[src/rtl/spi_pkg.sv]
// spi_pkg: shared SPI FSM states and {cpol,cpha} mode constants for master and slave
package spi_pkg;
  typedef enum logic [1:0] {IDLE, LEAD, XFER, TRAIL} state_e;
  localparam logic [1:0] MODE0 = 2'b00;
  localparam logic [1:0] MODE1 = 2'b01;
  localparam logic [1:0] MODE2 = 2'b10;
  localparam logic [1:0] MODE3 = 2'b11;
endpackage

[src/rtl/spi_clk_gen.sv]
// spi_clk_gen: CLK_DIV half-period divider producing SCLK level and leading/trailing edge strobes
module spi_clk_gen #(
  parameter int CLK_DIV = 2
) (
  input  logic clk,
  input  logic rst,
  input  logic run,
  input  logic xfer,
  input  logic cpol,
  output logic tick,
  output logic lead_edge,
  output logic trail_edge,
  output logic sclk
);
  localparam int DW = CLK_DIV > 1 ? $clog2(CLK_DIV) : 1;
  logic [DW-1:0] div_q, div_d;
  logic sclk_q, sclk_d;
  always_comb begin
    tick = run && div_q == DW'(CLK_DIV - 1);
    lead_edge = tick && xfer && sclk_q == cpol;
    trail_edge = tick && xfer && sclk_q != cpol;
    div_d = !run || tick ? '0 : div_q + DW'(1);
    sclk_d = !run ? cpol : (xfer && tick) ? ~sclk_q : sclk_q;
  end
  always_ff @(posedge clk)
    if (rst) begin
      div_q <= '0;
      sclk_q <= 1'b0;
    end else begin
      div_q <= div_d;
      sclk_q <= sclk_d;
    end
  assign sclk = sclk_q;
endmodule

[src/rtl/spi_master.sv]
// spi_master: single-word SPI master, modes 0-3, programmable SCLK divider and bit order
module spi_master
  import spi_pkg::*;
#(
  parameter int DATA_WIDTH = 8,
  parameter bit MSB_FIRST  = 1'b1,
  parameter int CLK_DIV    = 2
) (
  input  logic                  clk,
  input  logic                  rst,
  input  logic                  start,
  input  logic [DATA_WIDTH-1:0] tx_data,
  input  logic                  cpol,
  input  logic                  cpha,
  input  logic                  miso,
  output logic                  sclk,
  output logic                  cs_n,
  output logic                  mosi,
  output logic [DATA_WIDTH-1:0] rx_data,
  output logic                  rx_valid,
  output logic                  busy
);
  localparam int EW = $clog2(2 * DATA_WIDTH);
  state_e state_q, state_d;
  logic cpol_q, cpol_d, cpha_q, cpha_d, mosi_q, mosi_d, cs_n_q, cs_n_d;
  logic busy_q, busy_d, rx_valid_q, rx_valid_d;
  logic [DATA_WIDTH-1:0] tx_q, tx_d, rx_q, rx_d, rx_data_q, rx_data_d;
  logic [EW-1:0] edge_q, edge_d;
  logic tick, lead_edge, trail_edge, accept, last, emit, sample, done;
  function automatic logic head(input logic [DATA_WIDTH-1:0] w);
    return MSB_FIRST ? w[DATA_WIDTH-1] : w[0];
  endfunction
  function automatic logic [DATA_WIDTH-1:0] shift_in(input logic [DATA_WIDTH-1:0] w, input logic b);
    return MSB_FIRST ? {w[DATA_WIDTH-2:0], b} : {b, w[DATA_WIDTH-1:1]};
  endfunction
  spi_clk_gen #(.CLK_DIV(CLK_DIV)) u_clk_gen (
    .clk(clk),
    .rst(rst),
    .run(state_q != IDLE),
    .xfer(state_q == XFER),
    .cpol(state_q == IDLE ? cpol : cpol_q),
    .tick(tick),
    .lead_edge(lead_edge),
    .trail_edge(trail_edge),
    .sclk(sclk)
  );
  // cpha=0 presents its first bit at acceptance, so only the later bits are emitted on edges
  always_comb begin
    accept = state_q == IDLE && start;
    last = edge_q == EW'(2 * DATA_WIDTH - 1);
    done = state_q == TRAIL && tick;
    emit = state_q == XFER && (cpha_q ? lead_edge : trail_edge && !last);
    sample = state_q == XFER && (cpha_q ? trail_edge : lead_edge);
    state_d = accept ? LEAD : !tick ? state_q : state_q == LEAD ? XFER :
              state_q == TRAIL ? IDLE : last ? TRAIL : state_q;
    cpol_d = accept ? cpol : cpol_q;
    cpha_d = accept ? cpha : cpha_q;
    tx_d = accept ? (cpha ? tx_data : shift_in(tx_data, 1'b0)) : emit ? shift_in(tx_q, 1'b0) : tx_q;
    mosi_d = accept ? !cpha && head(tx_data) : done ? 1'b0 : emit ? head(tx_q) : mosi_q;
    rx_d = accept ? '0 : sample ? shift_in(rx_q, miso) : rx_q;
    edge_d = state_q != XFER || (tick && last) ? '0 : edge_q + EW'(tick);
    cs_n_d = accept ? 1'b0 : done ? 1'b1 : cs_n_q;
    busy_d = accept ? 1'b1 : done ? 1'b0 : busy_q;
    rx_valid_d = done;
    rx_data_d = done ? rx_q : rx_data_q;
  end
  always_ff @(posedge clk)
    if (rst) begin
      state_q <= IDLE;
      cpol_q <= 1'b0;
      cpha_q <= 1'b0;
      tx_q <= '0;
      rx_q <= '0;
      edge_q <= '0;
      mosi_q <= 1'b0;
      cs_n_q <= 1'b1;
      busy_q <= 1'b0;
      rx_valid_q <= 1'b0;
      rx_data_q <= '0;
    end else begin
      state_q <= state_d;
      cpol_q <= cpol_d;
      cpha_q <= cpha_d;
      tx_q <= tx_d;
      rx_q <= rx_d;
      edge_q <= edge_d;
      mosi_q <= mosi_d;
      cs_n_q <= cs_n_d;
      busy_q <= busy_d;
      rx_valid_q <= rx_valid_d;
      rx_data_q <= rx_data_d;
    end
  assign mosi = mosi_q;
  assign cs_n = cs_n_q;
  assign busy = busy_q;
  assign rx_valid = rx_valid_q;
  assign rx_data = rx_data_q;
endmodule

[config.mk]
export PLATFORM = sky130hd
export DESIGN_NAME = spi_master
export DESIGN_NICKNAME = d
export VERILOG_FILES = /design/src/rtl/spi_pkg.sv /design/src/rtl/spi_clk_gen.sv /design/src/rtl/spi_master.sv
export SDC_FILE = /design/constraint.sdc
export NUM_CORES = 1
export LEC_CHECK = 0
export BUFFER_PORTS_ARGS = -buffer_cell sky130_fd_sc_hd__buf_2
export CAP_MARGIN = 20
export CORE_MARGIN = 4
export CORE_UTILIZATION = 40
export CTS_CLUSTER_DIAMETER = 60
export DETAILED_ROUTE_END_ITERATION = 7
export PLACE_DENSITY = 0.57
export SLEW_MARGIN = 20
export SYNTH_ARGS = -nofsm -noshare
export SYNTH_HDL_FRONTEND = slang
export SYNTH_HIERARCHICAL = 1
export SYNTH_SLANG_ARGS = --single-unit
[constraint.sdc]
create_clock -name clk -period 2.7 [get_ports clk]
set_input_delay 0.135 -clock clk [delete_from_list [all_inputs] [get_ports clk]]
set_output_delay 0.135 -clock clk [all_outputs]
set_load 0.01 [all_outputs]
==> metrics.log <==
INFO  metric number_of_fill_cells = 398
INFO  metric synth-warning-count = 6
INFO  metric p_sw_share = 24.1%
INFO  metric htree_num_levels = 2
INFO  metric synth_edf_count = 0
INFO  metric worst_hold_slack = 0.0952 ns
INFO  metric gpl.final_weighted_congestion = 0.786
INFO  metric drtIter0Drc = 53
INFO  metric via_per_inst = 5.08
INFO  metric multi_input_comb_area = 881 sq um
INFO  metric timing.final.crit_share = 89.4%
INFO  metric post_synth.cell_area_avg = 9.43 sq um
INFO  metric synthTopCellsByArea = sky130_fd_sc_hd__dfxtp_1 (45%), sky130_fd_sc_hd__mux2_2 (9.9%), sky130_fd_sc_hd__mux2i_1 (9.4%)
INFO  metric post_route_cells_drive_above_1_share = 27.8%
INFO  metric ys_seq_area_share = 44.8%
INFO  metric die_area = 5350 sq um
INFO  metric synth_top_area_share = 44.8%
INFO  metric placeable_core_region = 4060 sq um
INFO  metric hold_violations = 0
INFO  metric synth_ff_type = sky130_fd_sc_hd__dfxtp_1
INFO  metric io_pins = 27
INFO  metric cts_tree = done
INFO  metric worst_setup_path_end_kind = flip-flop
INFO  metric ys_top_cells_by_count = sky130_fd_sc_hd__dfxtp_1 (38), sky130_fd_sc_hd__nor2_1 (22), sky130_fd_sc_hd__nand2_1 (20)
INFO  metric start_util = 41.8%
INFO  metric max_cap_violations = 0
INFO  metric total_switching_power = 0.000258 W
INFO  metric setup_viol_count_final = 0
INFO  metric grtUsageTotal = 13.9%
INFO  metric post_synth_instance_area = 1700 sq um
INFO  metric timing.final.max_slew_violations = 0
INFO  metric setup_tns = 0 ns
INFO  metric cell_area_power_density = 550 nW/um^2
INFO  metric ctsLongestPathBuffers = 2
INFO  metric worstMarginPinSlew = 0.560 ns
INFO  metric finalCriticalPeriod = 2.41 ns
INFO  metric max_freq = 0.414 GHz
INFO  metric grt_pass1_wl = 5840 um
INFO  metric hold_class = input pin to flip-flop
INFO  metric area_growth_syn_to_layout = 14.4%
INFO  metric buffer_ports.inserted = 26
INFO  metric drtPass1Iterations = 4
INFO  metric drt_wl_total = 3420 um
INFO  metric chipHeight = 73.2 um
INFO  metric fin_skew = 0.00537 ns
INFO  metric slew_headroom = 62.7%
INFO  metric postSynth.asyncResetShare = 0%
INFO  metric post_synth_inst_count = 180
INFO  metric status = finished clean
INFO  metric required = 2.91 ns
INFO  metric most_area_hungry_cell_type_in_the_yosys_netlist = sky130_fd_sc_hd__dfxtp_1
INFO  metric hpwl = 2440 um
INFO  metric syn_nets = 196
INFO  metric crit_arrival = 2.63 ns
INFO  metric internal_power = 0.000810 W
INFO  metric timing.setup.critical_path_class = flip-flop to flip-flop
INFO  metric clockRootBuffer = sky130_fd_sc_hd__clkbuf_8
INFO  metric tritoncts.num_buffers = 5
INFO  metric numClockSinks = 38
INFO  metric die_w = 73.2 um
INFO  metric postCtsSetupBuffers = 0
INFO  metric worst_setup_path_start_kind = flip-flop
INFO  metric grt.overflow.total = 0
INFO  metric worstSkewPairLatency = 0.29 ns
INFO  metric seq_power_share = 55.0%
INFO  metric nets = 221
INFO  metric overall_via_count_from_detail_route = 1295
INFO  metric yosys.cell_count.top_type = sky130_fd_sc_hd__dfxtp_1
INFO  metric cp_max_fo = 9
INFO  metric post-route-drc-count = 0
INFO  metric synth-seq-cells = 38
INFO  metric leakage = 0.783 nW
INFO  metric vdd.ir_drop.worst = 0.000346 V
INFO  metric antenna_cells = 0
INFO  metric clockPowerShare = 33.8%
INFO  metric fp-row-count = 23
INFO  metric pin_count_of_the_biggest_net_entering_global_routing = 30
INFO  metric layout.area.seq = 761 sq um
INFO  metric initial_antenna_violation_count = 0
INFO  metric comb_power_share = 11.2%
INFO  metric postRouteAntennaNets = 0
INFO  metric routedWlPerCell = 13.4 um
INFO  metric yosys.cell_types.count = 39
INFO  metric number_of_global_route_vias_before_repair = 1296
INFO  metric clk_pin_slew_worst_paths = 0.07 ns
INFO  metric grt_setup_unrepaired = no
-- worst max-delay path, stage by stage (launching register included) --
cell	delay [ns]
sky130_fd_sc_hd__dfxtp_1	0.47
sky130_fd_sc_hd__or2_2	0.22
sky130_fd_sc_hd__mux2_2	0.36
sky130_fd_sc_hd__xor2_1	0.15
sky130_fd_sc_hd__nor2b_1	0.15
sky130_fd_sc_hd__nor4bb_1	0.13
sky130_fd_sc_hd__a211o_2	0.46
sky130_fd_sc_hd__o211a_1	0.27
sky130_fd_sc_hd__nor3_2	0.14
-- power groups by stage --
stage	combinational (W)	clock [W]	sequential (W)
final	0.000120	0.000361	0.000587
after global routing	0.000133	0.000404	0.000589
after CTS	0.000121	0.000375	0.000587
after detailed placement	0.000121	0	0.000600
after global placement	0.000118	0	0.000599
after floorplan	0.0000890	0	0.000600
-- cell type report --
class / instances / share of cell area (%)
clock buffer: 5 / 3.54
clock inverter: 2 / 0.515
inverter: 2 / 0.386
multi-input combinational: 129 / 45.3
sequential: 38 / 39.2
tap: 50 / 3.22
timing repair buffer: 29 / 7.86
-- cell families (layout without fill, tap and decap cells) --
family,Yosys count,count (layout),share of synthesized area (%)
simple gates,71,71,20.7
flops,38,38,44.8
mux,31,31,19.4
compound gates,22,22,8.70
buf+inv,13,38,3.39
xor+xnor,3,3,1.55
fa+ha+maj,2,2,1.47
-- per-stage QoR --
stage	utilization [%]	std cells	area [sq um]	worst slack, ns	total power, W
floorplan	-	180	1700	0.350	0.000689
global placement	45.9	248	1860	0.270	0.000717
detailed placement	45.9	248	1860	0.186	0.000720
CTS	47.9	255	1940	0.157	0.00108
global route	47.9	255	1940	0.107	0.00113
finish	47.9	255	1940	0.285	0.00107
-- state kept, by name, indices dropped and copies added (netlist names), 2 cells and up --
| signal | cells |
|---|---|
| state_q | 2 |
| rx_data | 8 |
| rx_q | 8 |
| tx_q | 8 |
| edge_q | 4 |
-- final timing paths --
kind	endpoint	slack (ns)	cells past startpoint	startpoint
worst max-delay path	mosi$_SDFFE_PP0P_	0.29	8	state_q[1]$_SDFFE_PP0P_
worst min-delay path	rx_q[0]$_SDFFE_PP0P_	0.1	3	miso
worst max register to register	mosi$_SDFFE_PP0P_	0.29	8	state_q[1]$_SDFFE_PP0P_
worst min register to register	rx_data[2]$_SDFFE_PP0P_	0.45	2	rx_data[2]$_SDFFE_PP0P_
-- cells in the final DEF (no fill, tap or decap), drive strengths merged, types with 2 or more instances in the layout --
cell    Yosys  final
a211o       2      2
a21oi      13     13
and2        3      3
buf         4     29
clkbuf      7      5
clkinv      0      2
dfxtp      38     38
ha          2      2
inv         2      2
mux2       15     15
mux2i      16     16
nand2      20     20
nand2b      2      2
nand3       5      5
nand3b      2      2
nor2       23     23
nor2b       2      2
nor3        5      5
nor3b       2      2
xor2        2      2
-- metal layers --
layer	wire, um	global-route usage (%)	share of wire, %	vias up
met1	1650	17.4	48	606
met5	0	0	0	-
li1	-	-	-	666
met2	1590	22.3	46	18
met3	142	4.13	4.1	5
met4	46	5.53	1.3	0
-- what timing repair did --
action / CTS / global route
setup endpoints to repair: 0 / 8
hold buffers: 0 / 0
resized for setup: 0 / 1
Power figures use the tool's default switching activity.
